===== src/rtl/pipe_fifo.sv =====
// rtl/pipe_fifo.sv - elastic first-word-fall-through pipeline buffer with valid/ready and flush
module pipe_fifo #(
    parameter int WIDTH    = 32,
    parameter int DEPTH    = 4,
    parameter int AF_LEVEL = DEPTH - 1
) (
    input  logic             clk,
    input  logic             reset,
    input  logic             clear,
    input  logic             in_valid,
    output logic             in_ready,
    input  logic [WIDTH-1:0] in_data,
    output logic             out_valid,
    input  logic             out_ready,
    output logic [WIDTH-1:0] out_data,
    output logic [$clog2(DEPTH):0] count,
    output logic             full,
    output logic             empty,
    output logic             almost_full
);

    localparam int AW = $clog2(DEPTH);
    localparam int CW = AW + 1;

    localparam logic [CW-1:0] DEPTH_C = CW'(DEPTH);
    localparam logic [CW-1:0] AF_C    = CW'(AF_LEVEL);

    logic [WIDTH-1:0] mem [DEPTH];
    logic [AW-1:0]    wp;
    logic [AW-1:0]    rp;
    logic [CW-1:0]    cnt;
    logic             push;
    logic             pop;

    // Status decode from occupancy only; in_ready never looks at out_ready
    always_comb begin
        empty       = (cnt == '0);
        full        = (cnt == DEPTH_C);
        almost_full = (cnt >= AF_C);
        in_ready    = !full;
        out_valid   = !empty;
        count       = cnt;
    end

    // Accepted transfers on each side
    always_comb begin
        push = in_valid & in_ready;
        pop  = out_valid & out_ready;
    end

    // Head entry, masked to zero when empty so stale storage never leaks
    always_comb begin
        out_data = '0;
        if (!empty) begin
            out_data = mem[rp];
        end
    end

    // Storage write; not reset, a flushed or in-reset push is simply dropped
    always_ff @(posedge clk) begin
        if (push && !clear && reset) begin
            mem[wp] <= in_data;
        end
    end

    // Pointers and occupancy; flush overrides any transfer in the same cycle
    always_ff @(posedge clk or negedge reset) begin
        if (!reset) begin
            wp  <= '0;
            rp  <= '0;
            cnt <= '0;
        end else if (clear) begin
            wp  <= '0;
            rp  <= '0;
            cnt <= '0;
        end else begin
            if (push) begin
                wp <= wp + AW'(1);
            end
            if (pop) begin
                rp <= rp + AW'(1);
            end
            if (push && !pop) begin
                cnt <= cnt + CW'(1);
            end else if (pop && !push) begin
                cnt <= cnt - CW'(1);
            end
        end
    end

endmodule


===== config.mk =====
export PLATFORM = sky130hd
export DESIGN_NAME = pipe_fifo
export DESIGN_NICKNAME = d
export VERILOG_FILES = /design/src/rtl/pipe_fifo.sv
export SDC_FILE = /design/constraint.sdc
export NUM_CORES = 1
export LEC_CHECK = 0
export CAP_MARGIN = 15
export CORE_MARGIN = 2
export CORE_UTILIZATION = 58
export DETAILED_ROUTE_END_ITERATION = 7
export PLACE_DENSITY = 0.9
export SLEW_MARGIN = 20
export SYNTH_ARGS = -nofsm -noshare
export SYNTH_HDL_FRONTEND = slang
export SYNTH_SLANG_ARGS = --single-unit

===== constraint.sdc =====
create_clock -name clk -period 5.7 [get_ports clk]
set_input_delay 0.57 -clock clk [delete_from_list [all_inputs] [get_ports clk]]
set_output_delay 0.57 -clock clk [all_outputs]
set_load 0.03 [all_outputs]

* Word level (Yosys, flattened, before mapping)
Memory sizes are Yosys's and may differ from the RTL's. Index checks and enable logic that the tools add are counted.
Word-level totals: register bits after elaboration 7, RAM bits 128, input port bits 37, output and inout bits 40, memories kept 1
Memories:
- mem | depth 4, bits a word 32, read ports 1, clocked after memory_dff 0, write ports 1, line 28 | logic [WIDTH-1:0] mem [DEPTH];
Operators by class: add/sub/neg operators 4, order comparisons 1, equal/unequal tests 1, muxes and demuxes 10, bitwise gates (word level) 2, reduce and logical (&&, ||, !) cells 13
Operator list (number):
- $mux 32 | 1
- $mux 3 | 3
- $mux 2 | 4
- $logic_not 1->1 | 5
- $add 2x1->2 const B | 2
- $logic_and 1x1->1 | 4
- $reduce_bool 2->1 | 2
- $add 3x1->3 const B | 1
- $eq 3x3->1 const B | 1
- $ge 3x2->1 const B | 1
- $logic_not 3->1 | 1
- $reduce_bool 3->1 | 1
- $sub 3x1->3 const B | 1
- $and 1x1->1 | 2
- $mux 1 | 2

* Longest topological paths before layout
Gate-level depths: netlist (run 1).
word-level depth 8, gate-level depth with buffers 8, depth with buffers taken out 6

* Least setup slack after synthesis (run 1)
Ideal clock, no wire load.
kind reg2reg, start point reg cnt[2] (netlist: count[2]), end point mem mem[0][0], enable pin, data arrival time 2.011 ns, data required time 5.308 ns, slack 3.297 ns, stages on the path, launching flop included 6, clock period less this slack 2.403 ns, cell sequence dfrtp_1 > buf_6 > or3b_1 > buf_6 > and4_4 > and2_1
Between the ends: longest elaborated chain between the ends 7
RTL lines:
- from (decl) | line 31 | logic [CW-1:0] cnt;
- from (signal assigned) | line 84 | cnt <= cnt + CW'(1);
- from (signal assigned) | line 86 | cnt <= cnt - CW'(1);
- $eq 3x3->1 | line 38 | full = (cnt == DEPTH_C);
- $logic_not 1->1 | line 40 | in_ready = !full;
- net in_ready | line 11 | output logic in_ready,
- $and 1x1->1 | line 47 | push = in_valid & in_ready;
- $logic_and 1x1->1 (2 in series) | line 61 | if (push && !clear && reset) begin
- $mux 1 | line 61
- $mux 1 (not written as such) | line 62 | mem[wp] <= in_data;
- to (decl) | line 28
The timed path passes the listed nets, and every way through them passes these cells.

* Final worst setup path (run 1)
start point reg rp[0], end point out out_data[25]
Between the ends: longest elaborated chain between the ends 2
RTL lines:
- from (decl) | line 30 | logic [AW-1:0] rp;
- from (signal assigned) | line 81 | rp <= rp + AW'(1);
- $mem_v2 4x32
- $mux 32 | line 54 | if (!empty) begin
- to (decl) | line 15 | output logic [WIDTH-1:0] out_data,
Every way passes these cells.

==> results of run 1 <==
## synth_stat cells (2+ instances only)
library cell and count:
mux4_2 32, xor2_1 2, o21ai_1 2, buf_6 7, nand3_1 2, clkbuf_1 3, buf_2 7, nor2b_1 32
ha_1 4, inv_1 8, nor2_1 7, dfrtp_1 7, o31ai_1 2, a21oi_1 2, a21o_1 2, edfxtp_1 128
and2_1 4
## state kept, by name, summed over array words and instances (netlist names)
signal / flops
count: 3
wp: 2
rp: 2
mem: 128
## stage by stage
step                util, %  cells  total power [mW]
floorplan                 -    270              1.96
global placement       68.1    440              2.33
detailed placement     68.1    440              2.35
CTS                    74.7    472              3.45
global route           74.7    472              3.56
finish                 74.7    472              3.42
## power breakdown
group / internal (mW) / leakage, nW / switching (mW)
combinational: 0.512 / 0.730 / 0.568
clock: 0.711 / 0.291 / 0.388
sequential: 1.13 / 1.25 / 0.113
## placed cells by master (no fill, tap or decap), types with 5 or more instances in the layout
cell type / n
edfxtp_1: 128
clkdlybuf4s50_1: 76
mux4_2: 32
nor2b_1: 32
clkbuf_16: 16
inv_1: 8
nor2_1: 7
dfrtp_1: 5
## cell families after synthesis
group                    synth area share [%]
XOR/XNOR                                0.322
adder cells (fa/ha/maj)                  1.29
AND/OR/NAND/NOR                          5.63
AO/OA/AOI/OAI                            2.25
buffers and inverters                    2.99
flip-flops                               73.9
multiplexers                             13.6
## area by class of cell
cell class	count	area share, %
Inverter	9	0.494
Sequential cell	135	58.9
Clock inverter	12	2.58
Multi-Input combinational cell	108	18.6
Tap cell	111	2.03
Clock buffer	20	6.22
Timing Repair Buffer	77	11.2
## worst max-delay path, cell delays in order (launching register included)
cell and delay (ps):
dfrtp_4 870, mux4_2 590, nor2b_1 150, clkdlybuf4s50_1 630
## worst min path at each step
stage / start / endpoint / slack, ps / depth (start not counted)
final: reset / count[0] / 350 / 1
after global placement: wp[0] / wp[0] / 580 / 2
after CTS: reset / count[0] / 340 / 1
after global routing: reset / count[1] / 350 / 1
after floorplan: reset / count[0] / 270 / 0
after detailed placement: wp[0] / wp[0] / 610 / 2
## per-layer routing
layer	up-vias	GRT usage, %	wire (um)
met4	0	5.80	41
met3	4	5.48	435
met5	-	0	0
met1	1400	26.0	4110
met2	83	36.0	5170
li1	1224	-	-
==> results.py, run 1 <==
metrics = {
    "clock_tree": {
        "cts_repair_resize_count": 0,
        "cts_max_level": 4,
        "cts_buffer_depth": 2,
        "clk_pin_slew_worst_paths_ps": 60,
        "root_buffer": "clkbuf_8",
        "cts_made_buffers": 17,
        "clkLatencyLatePin_ps": 500,
        "post_cts_buffers": 0,
        "cts.sinks": 135,
        "cts_tree": "built",
        "hold_buffers": 0,
    },
    "detailed_routing": {
        "route.vias.total": 2711,
        "postRouteAntennaNets": 0,
        "dr.pass1.iters": 4,
        "drt_iter0_markers": 168,
        "routed_wl_um": 9760,
        "viasPerCell": 5.74,
        "drc_errors": 0,
        "avgRoutedWirePerCell_um": 20.7,
    },
    "sta": {
        "hold_viol_final": 0,
        "timing.hold.ws_ps": 355,
        "finalSetupViolations": 0,
        "slew_viol_final": 0,
        "setup_slack_ps": 2380,
        "min_period_ps": 3320,
        "finClkSkew_ps": 7.53,
        "max_freq_mhz": 301,
        "tightest_slew_ps": 901,
        "setup_tns_ps": 0,
        "rsz0062_at_grt": "no",
        "period_share_pct": 58.3,
        "slew_headroom_pct": 39.9,
    },
    "critical_path": {
        "critPathLaunch": "rp[0]",
        "critPathCapture": "out_data[25]",
        "rr_startpoint": "count[1]",
        "critPathKind": "flop to primary output",
        "critPathArrivalTime_ps": 2750,
        "critPathCaptureType": "primary output",
        "cp.required_ps": 5130,
        "cp-start-kind": "flop",
        "r2r_slack_ps": 3270,
        "r2r-end": "count[2]",
        "rr_worst_depth": 6,
        "cp_max_fo": 34,
    },
    "logic_synthesis": {
        "synth_top_cell_by_area": "edfxtp_1",
        "synth_top_cells_by_area": "edfxtp_1, mux4_2, nor2b_1",
        "ys_seq_area_share_pct": 73.9,
        "ys_async_sr_fraction_pct": 5.19,
        "ys.flop_type": "edfxtp_1",
        "synth_edf_count": 128,
        "syn_inst": 270,
        "yosysWarnings": 0,
        "synth_seq_cells": 135,
        "synth_area_sq_mm": 0.00544,
        "synth_top_cell_area_share_pct": 70.7,
        "syn_nets": 312,
        "synth.distinct_cells": 36,
        "avgSynthCellArea_sq_um": 20.1,
    },
    "place": {
        "placed_cell_area_sq_mm": 0.00623,
        "place_ws_ps": 2880,
        "hpwl_um": 5420,
        "io_buffer_count": 76,
        "gp_congestion": 0.756,
    },
    "floorplan": {
        "pin_count": 77,
        "fp.dieH_um": 101,
        "fp.dieW_um": 101,
        "num_rows": 35,
        "start_util_pct": 59.4,
        "coreArea_sq_mm": 0.00915,
        "die_area_sq_mm": 0.0102,
    },
    "finish": {
        "syn_to_final_growth_pct": 25.7,
        "fin_area_sq_mm": 0.00684,
        "final_nets": 390,
        "regArea_sq_mm": 0.00402,
        "fillers": 520,
        "multi_input_area_sq_mm": 0.00127,
        "diodes": 0,
        "drive_gt1_share_pct": 19.7,
    },
    "run": {
        "cap_violations": 0,
    },
    "grt": {
        "grt_overflow_total": 0,
        "grt_max_degree": 35,
        "grt_pass1_vias": 2992,
        "antenna_found_initial": 0,
        "grt_pass1_wl_um": 15300,
        "grtUsageTotal_pct": 20.8,
    },
    "outcome": {
        "outcome": "finished clean",
    },
    "power": {
        "vdd_ir_drop_max_mv": 0.351,
        "p_per_area_mw_per_mm2": 500,
        "p_leak_nw": 2.27,
    },
    "min_path": {
        "holdCritPathClass": "input port to async pin",
    },
}
(Power assumes the default switching activity.)
==> run 2: changes to the inputs <==
- CORE_UTILIZATION: 58 -> 54
- PLACE_DENSITY: 0.9 -> 0.85
- clock period: 5.7 -> 3.4 ns (I/O delays scaled with it)
==> run 2 against run 1 <==
- clock skew down 4.1 ps
- wire length down 1.7%
- sequential power up 63%
- die area up 7.1%
- flip-flop and latch count unchanged
- hold slack worse by 240 ps
- count of clock-buffer cells in the layout down 1
- non-clock buffer count up 7
- critical path depth up 1
- register-to-register slack worse by 2300 ps
- combinational power up 76%
- sequential share of layout area down 0.50 points
==> results.py, run 2 (synthesized netlist as in run 1, its figures left out) <==
metrics = {
    "grt": {
        "grt_pass1_wl_um": 15500,
        "antenna_found_initial": 0,
        "grtUsageTotal_pct": 19.5,
        "grt_max_degree": 35,
        "grt_pass1_vias": 2911,
        "grt_overflow_total": 0,
    },
    "sta": {
        "hold_viol_final": 0,
        "period_share_pct": 91.4,
        "setup_slack_ps": 293,
        "rsz0062_at_grt": "no",
        "slew_viol_final": 0,
        "slew_headroom_pct": 44.5,
        "tightest_slew_ps": 832,
        "min_period_ps": 3110,
        "setup_tns_ps": 0,
        "finalSetupViolations": 0,
        "finClkSkew_ps": 3.39,
        "max_freq_mhz": 322,
    },
    "power": {
        "p_seq_share_pct": 36.0,
        "vdd_ir_drop_max_mv": 0.481,
        "p_leak_nw": 2.29,
        "swShare_pct": 32.0,
        "p_clk_share_pct": 29.9,
        "switchingPower_mw": 1.79,
        "p_per_area_mw_per_mm2": 813,
        "internal_power_mw": 3.81,
        "comb_power_share_pct": 34.0,
    },
    "detailed_routing": {
        "route.vias.total": 2713,
        "drt-met1-wl_um": 3880,
        "viasPerCell": 5.42,
        "drc_errors": 0,
        "postRouteAntennaNets": 0,
        "wl_met3_um": 504,
        "wl_met2_um": 5120,
        "routed_wl_um": 9590,
        "drt_iter0_markers": 126,
        "avgRoutedWirePerCell_um": 19.1,
        "dr.pass1.iters": 4,
        "top_layer": "met4",
    },
    "place": {
        "hpwl_um": 5790,
        "place_ws_ps": 787,
        "gp_congestion": 0.753,
        "io_buffer_count": 76,
    },
    "finish": {
        "layout_commonest_cell": "edfxtp_1",
        "diodes": 0,
        "mostFrequentLayoutCells": "edfxtp_1, clkdlybuf4s50_1, mux4_2, nor2b_1, clkbuf_16",
        "top_register": "mem",
        "drive_gt1_share_pct": 21.5,
        "final_nets": 397,
        "syn_to_final_growth_pct": 26.7,
        "largest_reg_flops": 128,
    },
    "critical_path": {
        "cp-start-kind": "flop",
        "critPathArrivalTime_ps": 2770,
        "r2r_slack_ps": 1000,
        "cp_max_fo": 21,
        "critPathKind": "flop to primary output",
        "critPathCaptureType": "primary output",
        "cp.required_ps": 3060,
    },
    "floorplan": {
        "die_area_sq_mm": 0.0109,
        "num_rows": 36,
        "start_util_pct": 55.7,
        "pin_count": 77,
        "fp.dieH_um": 104,
        "coreArea_sq_mm": 0.00977,
        "fp.dieW_um": 104,
    },
    "min_path": {
        "holdCritPathClass": "input port to async pin",
    },
    "outcome": {
        "outcome": "finished clean",
    },
    "clock_tree": {
        "cts.sinks": 135,
        "cts_made_buffers": 17,
        "cts_repair_resize_count": 0,
        "cts_tree": "built",
        "hold_buffers": 0,
        "root_buffer": "clkbuf_8",
        "clk_pin_slew_worst_paths_ps": 60,
        "cts_buffer_depth": 2,
        "clkLatencyLatePin_ps": 510,
        "cts_max_level": 4,
        "post_cts_buffers": 0,
    },
    "run": {
        "cap_violations": 0,
    },
}
run 2: changes by cell type in the layout (fill, tap and decap cells not counted), sizes merged:
cell	delta
buf	+7
bufinv	-2
clkbuf	-1
clkinv	+3
run 2: layer usage:
| layer | vias up | global-route usage, % |
|---|---|---|
| li1 | 1243 | - |
| met1 | 1371 | 22.9 |
| met2 | 89 | 33.5 |
| met3 | 10 | 6.20 |
| met4 | 0 | 7.53 |
| met5 | - | 0 |
run 2: power by group through the flow:
stage | clock, mW | sequential, mW | combinational (mW)
detailed placement | 0 | 2.05 | 1.92
global route | 1.79 | 2.03 | 2.02
CTS | 1.71 | 2.02 | 1.93
finish | 1.68 | 2.02 | 1.90
global placement | 0 | 2.05 | 1.89
floorplan | 0 | 1.97 | 1.32
run 2: path summary, 6_finish.rpt:
kind | startpoint | depth (start not counted) | end
max in group asynchronous | reset | 1 | rp[1]
min | reset | 1 | count[2]
min reg2reg | wp[0] | 2 | wp[0]
max | rp[0] | 4 | out_data[26]
min in group clk | in_data[11] | 1 | mem[1][11]
max reg2reg | count[1] | 6 | count[2]
run 2: critical path: stages, from the launching register on:
cell and delay (ps):
dfrtp_2 660, buf_12 270, mux4_2 550, nor2b_1 150, clkdlybuf4s50_1 600
run 2: layout make-up:
cell class	count	area, sq um
flip-flops and latches	135	4020
clock buffers	19	422
repair buffers	84	846
fillers	600	2880
inverters	9	33.8
clock inverters	13	131
multi-input cells	108	1270
well taps	133	166
run 2: per-stage QoR:
stage | util [%] | std cells | hold slack [ps] | power, mW | cell area [sq um]
floorplan | - | 270 | 44.4 | 3.29 | 5440
global placement | 64.8 | 469 | 578 | 3.94 | 6340
detailed placement | 64.8 | 469 | 609 | 3.98 | 6340
CTS | 70.5 | 501 | 96.7 | 5.66 | 6890
global route | 70.5 | 501 | 116 | 5.84 | 6890
finish | 70.5 | 501 | 118 | 5.60 | 6890
==> run 3: changes to the inputs <==
- CORE_MARGIN: 2 -> 4
- CORE_UTILIZATION: 54 -> 59
- DONT_BUFFER_PORTS: not set -> 1
- PLACE_DENSITY: 0.85 -> 0.81
==> run 3 against run 2 <==
- first-iteration DRC count increased by 52%
- register-to-register slack got worse by 470 ps
- count of clock-buffer cells in the layout decreased by 2
- combinational power decreased by 26%
- power decreased by 5.5%
- via count decreased by 1.5%
- hold slack got worse by 97 ps
- clock power increased by 8%
- critical path type is now flop to flop
- largest cell class unchanged
- cell count decreased by 13%
- highest routed layer unchanged
==> results.py, run 3 (synthesized netlist as in run 1, its figures left out) <==
metrics = {
    "power": {
        "p_clk_share_pct": 34.3,
        "p_leak_nw": 2.17,
        "p_seq_share_pct": 39.0,
        "internal_power_mw": 3.47,
        "comb_power_share_pct": 26.7,
        "p_per_area_mw_per_mm2": 816,
        "swShare_pct": 34.4,
        "switchingPower_mw": 1.82,
        "vdd_ir_drop_max_mv": 0.583,
    },
    "sta": {
        "rsz0062_at_grt": "no",
        "hold_viol_final": 0,
        "finClkSkew_ps": 9.56,
        "setup_tns_ps": 0,
        "period_share_pct": 84.5,
        "min_period_ps": 2870,
        "finalSetupViolations": 0,
        "max_freq_mhz": 348,
        "tightest_slew_ps": 845,
        "slew_viol_final": 0,
        "slew_headroom_pct": 43.7,
    },
    "clock_tree": {
        "clk_pin_slew_worst_paths_ps": 60,
        "root_buffer": "clkbuf_8",
        "cts.sinks": 135,
        "cts_made_buffers": 17,
        "cts_repair_resize_count": 0,
        "cts_tree": "built",
        "cts_max_level": 4,
        "clkLatencyLatePin_ps": 510,
        "cts_buffer_depth": 2,
    },
    "grt": {
        "grtUsageTotal_pct": 21.4,
        "grt_pass1_wl_um": 17200,
        "grt_overflow_total": 0,
        "grt_pass1_vias": 2950,
        "grt_max_degree": 34,
        "antenna_found_initial": 0,
    },
    "detailed_routing": {
        "viasPerCell": 6.10,
        "avgRoutedWirePerCell_um": 24.1,
        "routed_wl_um": 10600,
        "dr.pass1.iters": 4,
        "postRouteAntennaNets": 0,
        "drc_errors": 0,
        "route.vias.total": 2672,
        "drt_iter0_markers": 192,
    },
    "critical_path": {
        "crit_chain": "or3b_1 -> and3_1 -> fa_1 -> and3b_1 -> a311oi_1 -> a211oi_1",
        "r2r_slack_ps": 530,
        "cp_slowest_cell": "dfrtp_1",
        "r2r-end": "count[2]",
        "critPathArrivalTime_ps": 3230,
        "critPathCapture": "count[2]",
        "critPathCaptureType": "flop",
        "rr_startpoint": "count[2]",
        "critPathMaxStageDelay_ps": 740,
        "critPathKind": "flop to flop",
        "critPathLaunch": "count[2]",
        "rr_worst_depth": 6,
        "cp.required_ps": 3760,
        "cp_max_fo": 9,
        "cp-start-kind": "flop",
    },
    "floorplan": {
        "fp.dieH_um": 104,
        "coreArea_sq_mm": 0.00885,
        "num_rows": 34,
        "fp.dieW_um": 104,
        "die_area_sq_mm": 0.0108,
        "start_util_pct": 61.5,
        "pin_count": 77,
    },
    "place": {
        "io_buffer_count": 0,
        "hpwl_um": 6090,
        "gp_congestion": 0.763,
    },
    "finish": {
        "layout_commonest_cell": "edfxtp_1",
        "fin_util_pct": 73.3,
        "drive_gt1_share_pct": 25.5,
        "largest_reg_flops": 128,
        "mostFrequentLayoutCells": "edfxtp_1, dlygate4sd3_1, mux4_2, nor2b_1, clkbuf_16",
        "syn_to_final_growth_pct": 19.2,
        "top_register": "mem",
        "fillers": 528,
        "diodes": 0,
        "final_nets": 359,
    },
    "min_path": {
        "holdCritPathClass": "input port to flop",
    },
    "run": {
        "cap_violations": 0,
    },
    "outcome": {
        "outcome": "finished clean",
    },
}
## run 3: area by class of cell
type,instances,area [sq um],area share [%]
clock inverters,15,178,2.74
well taps,108,135,2.08
multi-input cells,108,1270,19.6
repair buffers,46,433,6.68
flip-flops and latches,135,4020,62.0
clock buffers,17,414,6.39
inverters,9,33.8,0.521
## run 3: critical path: cells and delay by family, from the launching register on
kind | cells | cell delay [ps]
compound gates | 2 | 390
fa+ha+maj | 1 | 420
flops | 1 | 740
simple gates | 3 | 1160
## run 3: worst min-delay path by stage
stage          slack, ps  cells after the start  endpoint      start
2_1_floorplan         40                      0  count[0]      reset
3_3_place_gp          40                      0     rp[0]      reset
3_5_place_dp          40                      0     rp[0]      reset
4_1_cts              0.4                      2  count[2]  out_ready
5_1_grt                4                      2  count[2]  out_ready
6_report              20                      2     wp[0]   in_valid
## run 3: timing repair
item	4_1_cts	5_1_grt
hold buffers	35	0
setup endpoints to repair	0	0
endpoints found under the hold margin	141	0
buffers inserted	0	0
## run 3: power by group through the flow
stage | Clock [mW] | Combinational (mW) | Sequential, mW
global placement | 0 | 1.34 | 2.09
floorplan | 0 | 1.32 | 1.97
finish | 1.82 | 1.41 | 2.06
CTS | 1.84 | 1.42 | 2.07
global route | 1.93 | 1.50 | 2.09
detailed placement | 0 | 1.35 | 2.10
## run 3: stage by stage
stage / total power, mW / cell area (sq um) / worst slack [ps] / hold slack (ps) / std cells
final: 5.29 / 6480 / 525 / 21.2 / 438
after global routing: 5.52 / 6480 / 417 / 3.65 / 438
after CTS: 5.33 / 6480 / 524 / 0.410 / 438
after detailed placement: 3.45 / 5540 / 676 / 44.7 / 371
after global placement: 3.43 / 5540 / 711 / 44.7 / 371
after floorplan: 3.29 / 5440 / 997 / 44.4 / 270
## run 3: routing by layer
layer,wire [um],global-route usage [%]
met2,5590,34.4
met5,0,0
met4,246,7.60
met1,4110,28.3
met3,626,6.21
